**config.mk**
```make
export PLATFORM = sky130hd
export DESIGN_NAME = result_packer_flat
export DESIGN_NICKNAME = d
export VERILOG_FILES = /design/src/rtl/result_packer_pkg.sv /design/src/rtl/result_packer_if.sv /design/src/rtl/result_packer_fifo.sv /design/src/rtl/result_packer.sv /design/src/flat_wrapper.sv
export SDC_FILE = /design/constraint.sdc
export NUM_CORES = 1
export LEC_CHECK = 0
export ABC_AREA = 1
export BUFFER_PORTS_ARGS = -buffer_cell sky130_fd_sc_hd__clkbuf_2
export CAP_MARGIN = 10
export CORE_MARGIN = 2
export CORE_UTILIZATION = 40
export DETAILED_ROUTE_END_ITERATION = 6
export PLACE_DENSITY = 0.65
export REMOVE_ABC_BUFFERS = 1
export SYNTH_ARGS = -nofsm -noshare
export SYNTH_HDL_FRONTEND = slang
export SYNTH_HIERARCHICAL = 1
export SYNTH_SLANG_ARGS = --single-unit
```
**constraint.sdc**
```tcl
create_clock -name CLK -period 4.1 [get_ports CLK]
set_input_delay 0 -clock CLK [delete_from_list [all_inputs] [get_ports CLK]]
set_output_delay 0 -clock CLK [all_outputs]
set_load 0.02 [all_outputs]
```
**src/rtl/result_packer_pkg.sv**
```systemverilog
// Shared constants, element record and symmetric index table for result_packer.
// The table is only referenced when RESULT_PACKER_CHECK_EN is defined.
package result_pkg;

  localparam int DATA_W_DEF = 16;
  localparam int MAT_N      = 4;
  localparam int N_ELEM     = MAT_N * MAT_N;
  localparam int N_COEF     = 10;

  typedef struct packed {
    logic [DATA_W_DEF-1:0] data;
    logic [1:0]            row;
    logic [1:0]            col;
    logic                  last;
  } elem_t;

  typedef logic [3:0] idx_t;

  // Coefficient index expected at each element position, row-major.
  function automatic idx_t sym_idx(input logic [3:0] cnt);
    idx_t r;
    unique case (cnt)
      4'd0:         r = 4'd1;
      4'd1, 4'd4:   r = 4'd2;
      4'd2, 4'd8:   r = 4'd3;
      4'd3, 4'd12:  r = 4'd4;
      4'd5:         r = 4'd5;
      4'd6, 4'd9:   r = 4'd6;
      4'd7, 4'd13:  r = 4'd7;
      4'd10:        r = 4'd8;
      4'd11, 4'd14: r = 4'd9;
      4'd15:        r = 4'd10;
      default:      r = 4'd0;
    endcase
    return r;
  endfunction

endpackage

```
**src/rtl/result_packer_if.sv**
```systemverilog
// Output element stream of result_packer (valid/ready).
interface result_packer_if #(
  parameter int DATA_W = 16
);
  logic [DATA_W-1:0] out_data;
  logic [1:0]        out_row;
  logic [1:0]        out_col;
  logic              out_last;
  logic              out_valid;
  logic              out_ready;

  modport master (
    output out_data, out_row, out_col,
    output out_last, out_valid,
    input  out_ready
  );

  modport slave (
    input  out_data, out_row, out_col,
    input  out_last, out_valid,
    output out_ready
  );
endinterface

```
**src/rtl/result_packer_fifo.sv**
```systemverilog
// Element buffer for result_packer; a full push is taken only alongside a pop.
// Head reads as zero while empty.
module result_fifo #(
  parameter int W     = 8,
  parameter int DEPTH = 4
) (
  input  logic         CLK,
  input  logic         reset,
  input  logic         push,
  input  logic         pop,
  input  logic [W-1:0] din,
  output logic [W-1:0] dout,
  output logic         full,
  output logic         empty
);
  localparam int AW = $clog2(DEPTH);

  logic [W-1:0]  mem [DEPTH];
  logic [AW-1:0] wr_ptr;
  logic [AW-1:0] rd_ptr;
  logic [AW:0]   count;
  logic          do_push;
  logic          do_pop;

  assign empty   = (count == '0);
  assign full    = (count == (AW+1)'(DEPTH));
  assign do_pop  = pop && !empty;
  assign do_push = push && (!full || do_pop);
  assign dout    = empty ? '0 : mem[rd_ptr];

  always_ff @(posedge CLK) begin
    if (reset) begin
      wr_ptr <= '0;
      rd_ptr <= '0;
      count  <= '0;
    end else begin
      if (do_push) wr_ptr <= wr_ptr + 1'b1;
      if (do_pop)  rd_ptr <= rd_ptr + 1'b1;
      unique case ({do_push, do_pop})
        2'b10:   count <= count + 1'b1;
        2'b01:   count <= count - 1'b1;
        default: count <= count;
      endcase
    end
  end

  always_ff @(posedge CLK) begin
    if (do_push) mem[wr_ptr] <= din;
  end
endmodule

```
**src/rtl/result_packer.sv**
```systemverilog
// Packs controller coefficient beats into a tagged 4x4 element stream.
// Define RESULT_PACKER_CHECK_EN to flag out-of-sequence selects on seq_err.
module result_packer
  import result_pkg::*;
#(
  parameter int DATA_W = DATA_W_DEF,
  parameter int DEPTH  = 4
) (
  input  logic                     CLK,
  input  logic                     reset,
  input  logic                     output_rdy,
  input  logic [3:0]               output_sel,
  input  logic [N_COEF*DATA_W-1:0] b_bus,
  result_packer_if.master          o,
  output logic                     overflow,
  output logic                     seq_err
);
  localparam int EW = DATA_W + $bits(elem_t) - DATA_W_DEF;

  logic              beat_q;
  logic [3:0]        cnt;
  logic [DATA_W-1:0] cap;
  logic [EW-1:0]     din;
  logic [EW-1:0]     dout;
  logic              full;
  logic              empty;
  logic              pop;

  always_comb begin
    cap = '0;
    for (int k = 1; k <= N_COEF; k++) begin
      if (output_sel == 4'(k))
        cap = b_bus[(k-1)*DATA_W +: DATA_W];
    end
  end

  // cnt already splits as {row, col}
  assign din = {cap, cnt, (cnt == 4'hF)};
  assign pop = !empty && o.out_ready;

  result_fifo #(
    .W     (EW),
    .DEPTH (DEPTH)
  ) u_fifo (
    .CLK   (CLK),
    .reset (reset),
    .push  (beat_q),
    .pop   (pop),
    .din   (din),
    .dout  (dout),
    .full  (full),
    .empty (empty)
  );

  assign o.out_valid = !empty;
  assign {o.out_data, o.out_row,
          o.out_col, o.out_last} = dout;

  always_ff @(posedge CLK) begin
    if (reset) begin
      beat_q   <= 1'b0;
      cnt      <= '0;
      overflow <= 1'b0;
    end else begin
      beat_q <= output_rdy;
      if (beat_q) begin
        cnt <= cnt + 1'b1;
        if (full && !pop) overflow <= 1'b1;
      end
    end
  end

`ifdef RESULT_PACKER_CHECK_EN
  always_ff @(posedge CLK) begin
    if (reset)
      seq_err <= 1'b0;
    else if (beat_q && output_sel != sym_idx(cnt))
      seq_err <= 1'b1;
  end
`else
  assign seq_err = 1'b0;
`endif
endmodule

```
**src/flat_wrapper.sv**
```systemverilog
// flat-port wrapper written by rule: the top's interface ports become plain ports
module result_packer_flat import result_pkg::*;
#(
  parameter int DATA_W = DATA_W_DEF,
  parameter int DEPTH  = 4
)
  (CLK, reset, output_rdy, output_sel, b_bus, overflow, seq_err, o_out_data, o_out_row, o_out_col, o_out_last, o_out_valid, o_out_ready);
  result_packer_if #(.DATA_W(DATA_W)) o_i ();
  input  logic CLK;
  input  logic reset;
  input  logic output_rdy;
  input  logic [3:0] output_sel;
  input  logic [N_COEF*DATA_W-1:0] b_bus;
  output logic overflow;
  output logic seq_err;
  output wire logic [$bits(o_i.out_data)-1:0] o_out_data;
  output wire logic [$bits(o_i.out_row)-1:0] o_out_row;
  output wire logic [$bits(o_i.out_col)-1:0] o_out_col;
  output wire logic [$bits(o_i.out_last)-1:0] o_out_last;
  output wire logic [$bits(o_i.out_valid)-1:0] o_out_valid;
  input wire logic [$bits(o_i.out_ready)-1:0] o_out_ready;
  assign o_out_data = o_i.out_data;
  assign o_out_row = o_i.out_row;
  assign o_out_col = o_i.out_col;
  assign o_out_last = o_i.out_last;
  assign o_out_valid = o_i.out_valid;
  assign o_i.out_ready = o_out_ready;
  result_packer #(.DATA_W(DATA_W), .DEPTH(DEPTH)) u_core (.CLK(CLK), .reset(reset), .output_rdy(output_rdy), .output_sel(output_sel), .b_bus(b_bus), .o(o_i), .overflow(overflow), .seq_err(seq_err));
endmodule
```
==> results.md, run 1 <==
- Die area: 0.01430 sq mm
- Internal power: 1.714 mW
- Max clock buf depth: 2
- Clock Tree Root: clkbuf_16
- Setup bufs post-CTS: 0
- Final max-slew violation count: 0
- Post-CTS Resized: 0
- Share of post-route cells with drive strength above 1: 26.50%
- CP cell instances: nor2_1, nand2_1, inv_1, inv_1, nand2_1, inv_1, inv_1, nand3_1, nand2_1, ha_1, inv_1, fa_1, inv_1, nand2_1, nand3_1, nand2_1, nand2_1, nor2_1
- Die X: 119.6 microns
- Mux share of post-synthesis cell area: 0%
- Placed cells: 1008
- RSZ-0062 raised after global routing: no
- Cell area after synthesis: 0.005343 sq mm
- Wirelength, routed: 15.31 mm
- Post-Synth Simple-Gate Area: 30.33%
- Crit path capture type: register
- Final worst path period need: roughly 2.4 ns
- Vias/cell: 4.837
- Final Hold Viols: 0
- Initial DRT Pass Iterations: 5
- Post-DP HPWL: 11.61 mm
- DRC violation count after routing: 0
- Post-route ant nets: 0
- CTS Sinks: 99
- Cell Count, Final, Fillers Out: 1027
- Post-Synthesis Cells: 662
- Post-CTS Hold Fix Bufs: 4
- Switch share: 27.83%
- Synth unique cells: 24
- P per Cell Area: 354.1 mW/mm^2
- I/O pin total: between 150 and 200
- Clk_lat worst skew: 0.33 ns
- Hold WC Path Type: input port to register
- Setup TNS: 0 ns
- DR vias: a little under 5000
- CTS HTree Levels: 3
- Crit path DAT: 2.68 ns
- Psw: 0.6610 mW
- Syn Area/Cell: between 8 and 9 sq um
- Max stage delay on crit path: 0.38 ns
- Vias in the first global route: 4768
- TritonCTS clock tree: done
- CP Data Required Time: roughly 4.3 ns
- Filler cells: 1303
- Reg clk slew, reported paths: 0.06 ns
- Total congestion overflow: 0
- Final clock period utilization by the worst path: approximately three fifths
- Row count: 42
- Post-synthesis xor/xnor area fraction: 0%
- Layout Utilization: between 50% and 60%
- Compound-gate portion of the synthesized area: 6.979%
- Sequential area share after synthesis: between 50 and 60%
- First-pass GRT wire length: about 25 mm
- Die height: 119.6 microns
- Gate power share: 21.4%
- Initial detailed-routing violation count: 320
- Area occupied by multi-input gates: 0.002105 sq mm
- FMAX: between 400 and 500 MHz
- GRT Util Overall: around 22%
- Clock power frac: 29.9%
- Crit Path Max Fanout: 5
- Status: completed
- Initial antenna violation count: 2
- RD Place Congestion: ~0.93
- Core box area: 0.01314 sq mm
- Clock skew: ~0.0074 ns
- Startpoint types: register
- Starting Density: between 40 and 50%
- Syn. warnings: 6
- Worst relative slew slack: 23.26%
- Mean routed wirelength per cell: 14.91 microns
- Crit-path slowest cell: fa_1
- Largest delay contributor family on the critical path: simple AND/OR/NAND/NOR gates
- # setup viols final: 0
- Register area: 0.002823 sq mm
- P_leak: ~3.0 nW
- Port bufs: 190
- Worst IR drop on VDD: approximately 0.00026 V
- Layout net count: approximately 1000
- Post-Synth Adder-Cell Area: between 1.5 and 2%
- Crit Path Category: register to register
- Largest family of logic cells by synthesized area: simple AND/OR/NAND/NOR gates
- Max Cap Viol: 0
- Largest net degree at the start of global routing: 44
- CTS buffer count: 9
- Measured slew at the worst slew-check pin: 1.145 ns
- Synth Register Bits: 99
- Area growth, synth to finish: 25.53%
- Critical path buffers and inverters: 6
- Reg power frac: 48.7%
==> kinds of logic after synthesis <==
group,count (synthesis)
compound gates,74
buf+inv,97
fa+ha+maj,7
simple gates,384
other cells,1
flops,99
==> routing by layer <==
metal	track usage, %	up-vias	part of all wire, %	wire, microns
li1	-	2546	-	-
met1	29.03	2192	42	6364
met2	37.75	195	49	7558
met3	3.279	35	6.4	984
met4	8.456	0	2.7	407
met5	0	-	0	0
==> flip-flops by register name, indices dropped and copies added, names as in the netlist, named ones only <==
register	flops
u_core/u_fifo/mem	84
u_core/cnt	4
u_core/u_fifo/count	3
u_core/u_fifo/rd_ptr	2
u_core/u_fifo/wr_ptr	2
u_core/beat_q	1
u_core/overflow	1
==> through the flow <==
step	hold slack (ns)	cell area, sq um	worst slack [ns]	power [mW]
3_5_place_dp	0.2016	6421	1.659	1.687
5_1_grt	0.05357	6706	1.331	2.493
6_report	0.04814	6706	1.651	2.375
4_1_cts	0.03886	6701	1.646	2.392
2_1_floorplan	0.06907	5170	1.349	1.453
3_3_place_gp	0.1993	6421	1.691	1.685
==> synthesized netlist by cell type (all sizes together) <==
cell type  instances  share of area (%)
buf               18                2.4
a21oi             28                2.6
dfxtp             15                5.6
nand3             40                3.7
nor3              11                1.3
o21ai             44                4.1
nor2             169                 12
conb               1              0.070
ha                 6                1.4
nand2            132                9.3
inv               68                4.8
clkbuf            11               0.82
edfxtp            84                 47
nand4             32                3.7
a31oi              2               0.23
fa                 1               0.37
==> path summary, 6_finish.rpt <==
path                               start                 endpoint  slack (ns)  cells after the start
setup / recovery  u_core/u_fifo/count[1]   u_core/u_fifo/count[2]        1.65                     18
hold / removal                b_bus[145]  u_core/u_fifo/mem[3][6]        0.05                      3
setup reg to reg  u_core/u_fifo/count[1]   u_core/u_fifo/count[2]        1.65                     18
hold reg to reg          u_core/overflow          u_core/overflow        0.49                      2
==> final cells by class <==
class,count,area share [%]
inverter,68,3.806
sequential,99,42.09
tap,176,3.284
timing repair buffer,203,15.78
antenna,2,0.07463
clock buffer,12,3.526
clock inverter,1,0.05597
multi-input combinational,466,31.38
==> cell usage in the layout (no fill, tap or decap), types with 4 or more instances in the layout <==
master         count
dfxtp_1           15
inv_2              5
o21ai_1           40
buf_4              9
edfxtp_1          84
a21oi_1           28
nor2_1           160
nand2_1          132
clkbuf_2         190
nor2_2             7
ha_1               6
nand4_1           32
clkbuf_16          9
dlygate4sd3_1      4
nand3_1           40
o21ai_0            4
nor3_1             8
inv_1             63
==> power groups by stage <==
stage / Combinational [mW] / Clock [mW] / Sequential, mW
2_1_floorplan: 0.269 / 0 / 1.18
3_3_place_gp: 0.507 / 0 / 1.18
3_5_place_dp: 0.509 / 0 / 1.18
4_1_cts: 0.514 / 0.721 / 1.16
5_1_grt: 0.571 / 0.761 / 1.16
6_report: 0.508 / 0.711 / 1.16
==> worst reg2reg max path, cell delays in order, from the launching register on <==
cell and delay (ns):
dfxtp_1 0.33, nor2_1 0.14, nand2_1 0.12, inv_1 0.09, inv_1 0.05, nand2_1 0.07
inv_1 0.07, inv_1 0.06, nand3_1 0.16, nand2_1 0.26, ha_1 0.21, inv_1 0.07
fa_1 0.38, inv_1 0.06, nand2_1 0.04, nand3_1 0.09, nand2_1 0.06, nand2_1 0.05
nor2_1 0.04
Note: power is estimated with default switching activity, not from simulation.
==> inputs of run 2 (changes only) <==
ABC_AREA = 0   (was 1)
PLACE_DENSITY = 0.64   (was 0.65)
clock period = 2.5 ns   (was 4.1 ns; I/O delays follow)
==> run 2 against run 1 <==
Worst hold slack worse by 0.028 ns. Combinational power is 57% higher. Sequential share of layout area is 3.1 points lower. Sequential cell count stayed put. Clock skew hardly changed. Clock-buffer cell count is 3 lower. Total power is 71% higher. Routed wire length is 4.5% higher. Register-to-register slack worse by 1.4 ns. Via count is 2.8% lower. Critical path depth is 8 lower.
==> results.md, run 2 <==
- P per Cell Area: 562.7 mW/mm^2
- RD Place Congestion: 0.8794
- Psw: between 1 and 1.5 mW
- Largest regs: u_core/u_fifo/mem x84, u_core/cnt x4, u_core/u_fifo/count x3
- Placed cell areas: 0.006922 sq mm
- CP Data Required Time: 2.78 ns
- First-pass GRT wire length: 24.93 mm
- Crit-path slowest cell: dfxtp_1
- Setup TNS: 0 ns
- Reg-to-Reg Start: u_core/u_fifo/count[0]
- Internal power: 2.990 mW
- Layout Utilization: between 50 and 60%
- Synth Register Bits: 99
- I/O pin total: 192
- Syn Area/Cell: 11.00 sq um
- Die area: around 0.016 sq mm
- Cell area after synthesis: 0.005841 sq mm
- Area growth, synth to finish: 23.84%
- Post-route ant nets: 0
- CTS Sinks: 99
- Synth cell count leaders: edfxtp_1 (84), a21oi_1 (49), o21ai_0 (45)
- Core box area: between 0.01 and 0.015 sq mm
- FF-to-FF setup slack: 0.22 ns
- Hold WC Path Type: input port to register
- Mean routed wirelength per cell: ~18 microns
- Starting Density: 40.49%
- Synth unique cells: 59
- Synth top area cells: edfxtp_1 (43%), mux4_2 (7.7%), dfxtp_1 (5.1%)
- Reg clk slew, reported paths: ~0.060 ns
- Antenna cells: 0
- Wirelength, routed: approximately 16 mm
- Max clock buf depth: 2
- Post-synth EDFFs: 84
- WHS Path Cells: 3
- Largest delay contributor family on the critical path: simple AND/OR/NAND/NOR gates
- Main flop type after synthesis: edfxtp_1
- Crit Path Category: register to register
- CP cell instances: nor3_4, nor2b_1, inv_1, nor2_1, ha_1, inv_1, fa_1, xor2_1, or3_1, a21oi_1
- Share of post-route cells with drive strength above 1: between 30% and 40%
- Cell Count, Final, Fillers Out: between 800 and 900
- Most used cell, CP: inv_1
- Reg2reg end: u_core/u_fifo/count[2]
- TritonCTS clock tree: done
- Most common cell after layout, fill and taps aside: clkbuf_2
- Die height: 124.8 microns
- Top-area cell type share of the netlist area: 43.19%
- Measured slew at the worst slew-check pin: 0.7162 ns
- Largest net degree at the start of global routing: 35
- Final max-slew violation count: 0
- Crit Path Max Fanout: 4
- DR vias: about 4800
- Initial detailed-routing violation count: 306
- Worst Reg-to-Reg Cells: 10
- Gate power share: a little under 20%
- Status: completed
- Max stage delay on crit path: about 0.48 ns
- Worst IR drop on VDD: 0.0003652 V
- Layout net count: roughly 880
- Switch share: 26.55%
- Crit path DAT: 2.56 ns
- FMAX: 438.7 MHz
- Worst relative slew slack: 52.25%
- Clock skew: 0.007792 ns
- DRC violation count after routing: 0
- Top reg by flops: u_core/u_fifo/mem
- FFs w/ async S/R, synth: 0%
- Final worst path period need: approximately 2.3 ns
- Reg power frac: 46.3%
- Final Cell Area: 0.007233 sq mm
- Total congestion overflow: 0
- Vias/cell: ~5.4
- Max Cap Viol: 0
- Die X: 124.8 microns
- Syn. warnings: 6
- Sequential area share after synthesis: 48.33%
- Final clock period utilization by the worst path: 91.18%
- CTS HTree Levels: 3
- Hold Path Origin: b_bus[150]
- Post-Synthesis Cells: between 500 and 600
- Post-DP HPWL: 12.19 mm
- Crit path capture type: register
- Clk_lat worst skew: 0.35 ns
- Startpoint types: register
- Clock Tree Root: clkbuf_16
- CTS buffer count: 9
- GRT Util Overall: 20.37%
- Post-CTS Resized: 0
- Setup bufs post-CTS: 0
- Commonest non-fill, non-tap cells in the layout: clkbuf_2 (189), edfxtp_1 (84), a21oi_1 (49)
- Clock power frac: 34.0%
- Row count: 44
- Hold EP: u_core/u_fifo/mem[0][11]
- Placed cells: 881
- Cell taking the most area after synthesis: edfxtp_1
- Max reg flops: 84
- RSZ-0062 raised after global routing: no
- Count leader, synth: edfxtp_1
- Port bufs: 190
- P_leak: approximately 2.9 nW
- Initial DRT Pass Iterations: 4
- Initial antenna violation count: 0
- Pwr Total: 4.070 mW
- # setup viols final: 0
- Critical path buffers and inverters: 2
- Vias in the first global route: 4899
- Final Hold Viols: 0
## run 2: cell types whose count changed after synthesis, sizes merged, moves of 13 or more
cell	before	now
nor2	169	39
nand2	132	22
inv	68	30
nand3	40	3
nand4	32	1
nor2b	0	28
a21oi	28	49
mux4	0	21
buf	18	37
a2bb2oi	0	18
nand2b	0	18
o22ai	0	13
## run 2: per-stage QoR
step / setup WS, ns / hold slack (ns)
finish: 0.2205 / 0.02062
global route: 0.1134 / 0.05891
global placement: 0.3626 / 0.2406
floorplan: -0.3403 / 0.06907
detailed placement: 0.2586 / 0.2475
CTS: 0.2264 / 0.01712
## run 2: cell type report
cell class,count,area [sq um]
flip-flops and latches,99,2823
fillers,1341,7191
clock inverters,7,76.32
well taps,184,230.2
multi-input cells,358,2655
inverters,30,112.6
repair buffers,211,1111
clock buffers,9,225.2
## run 2: worst max path at each step
stage	start	end	slack, ns	cells past startpoint
after floorplan	u_core/u_fifo/count[1]	u_core/u_fifo/count[2]	-0.34	11
after global placement	u_core/u_fifo/count[0]	u_core/u_fifo/count[2]	0.36	10
after detailed placement	u_core/u_fifo/count[0]	u_core/u_fifo/count[2]	0.26	10
after CTS	u_core/u_fifo/count[0]	u_core/u_fifo/count[2]	0.23	10
after global routing	u_core/u_fifo/count[0]	u_core/u_fifo/count[2]	0.11	10
final	u_core/u_fifo/count[0]	u_core/u_fifo/count[2]	0.22	10
## run 2: what timing repair did
item / CTS / global route
endpoints found under the setup margin: 0 / 0
hold buffers: 1 / 0
endpoints found under the hold margin: 1 / 0
## run 2: cell families (layout without fill, tap and decap cells)
kind of cell,Yosys count,after routing,synth area share [%]
flops,99,99,48.33
other cells,1,1,0.06421
mux,36,36,10.88
buf+inv,74,257,6.256
simple gates,140,140,13.90
compound gates,169,169,18.19
xor+xnor,5,5,0.7498
fa+ha+maj,7,7,1.628
## run 2: worst register-to-register path: stages, from the launching register on
cell and delay [ns]:
dfxtp_1 0.48, nor3_4 0.09, nor2b_1 0.19, inv_1 0.12
nor2_1 0.12, ha_1 0.19, inv_1 0.06, fa_1 0.37
xor2_1 0.16, or3_1 0.32, a21oi_1 0.13
## run 2: power groups by stage
stage | clock, mW | combinational, mW | sequential (mW)
6_report | 1.38 | 0.800 | 1.89
3_3_place_gp | 0 | 0.786 | 1.92
5_1_grt | 1.47 | 0.874 | 1.89
4_1_cts | 1.41 | 0.807 | 1.89
2_1_floorplan | 0 | 0.427 | 1.92
3_5_place_dp | 0 | 0.804 | 1.92
## run 2: metal layers
metal / routed length [microns] / up-vias / GRT usage (%)
met2: 8185 / 192 / 35.65
li1: - / 2330 / -
met3: 987 / 29 / 3.780
met1: 6423 / 2278 / 24.55
met4: 407 / 0 / 8.824
met5: 0 / - / 0
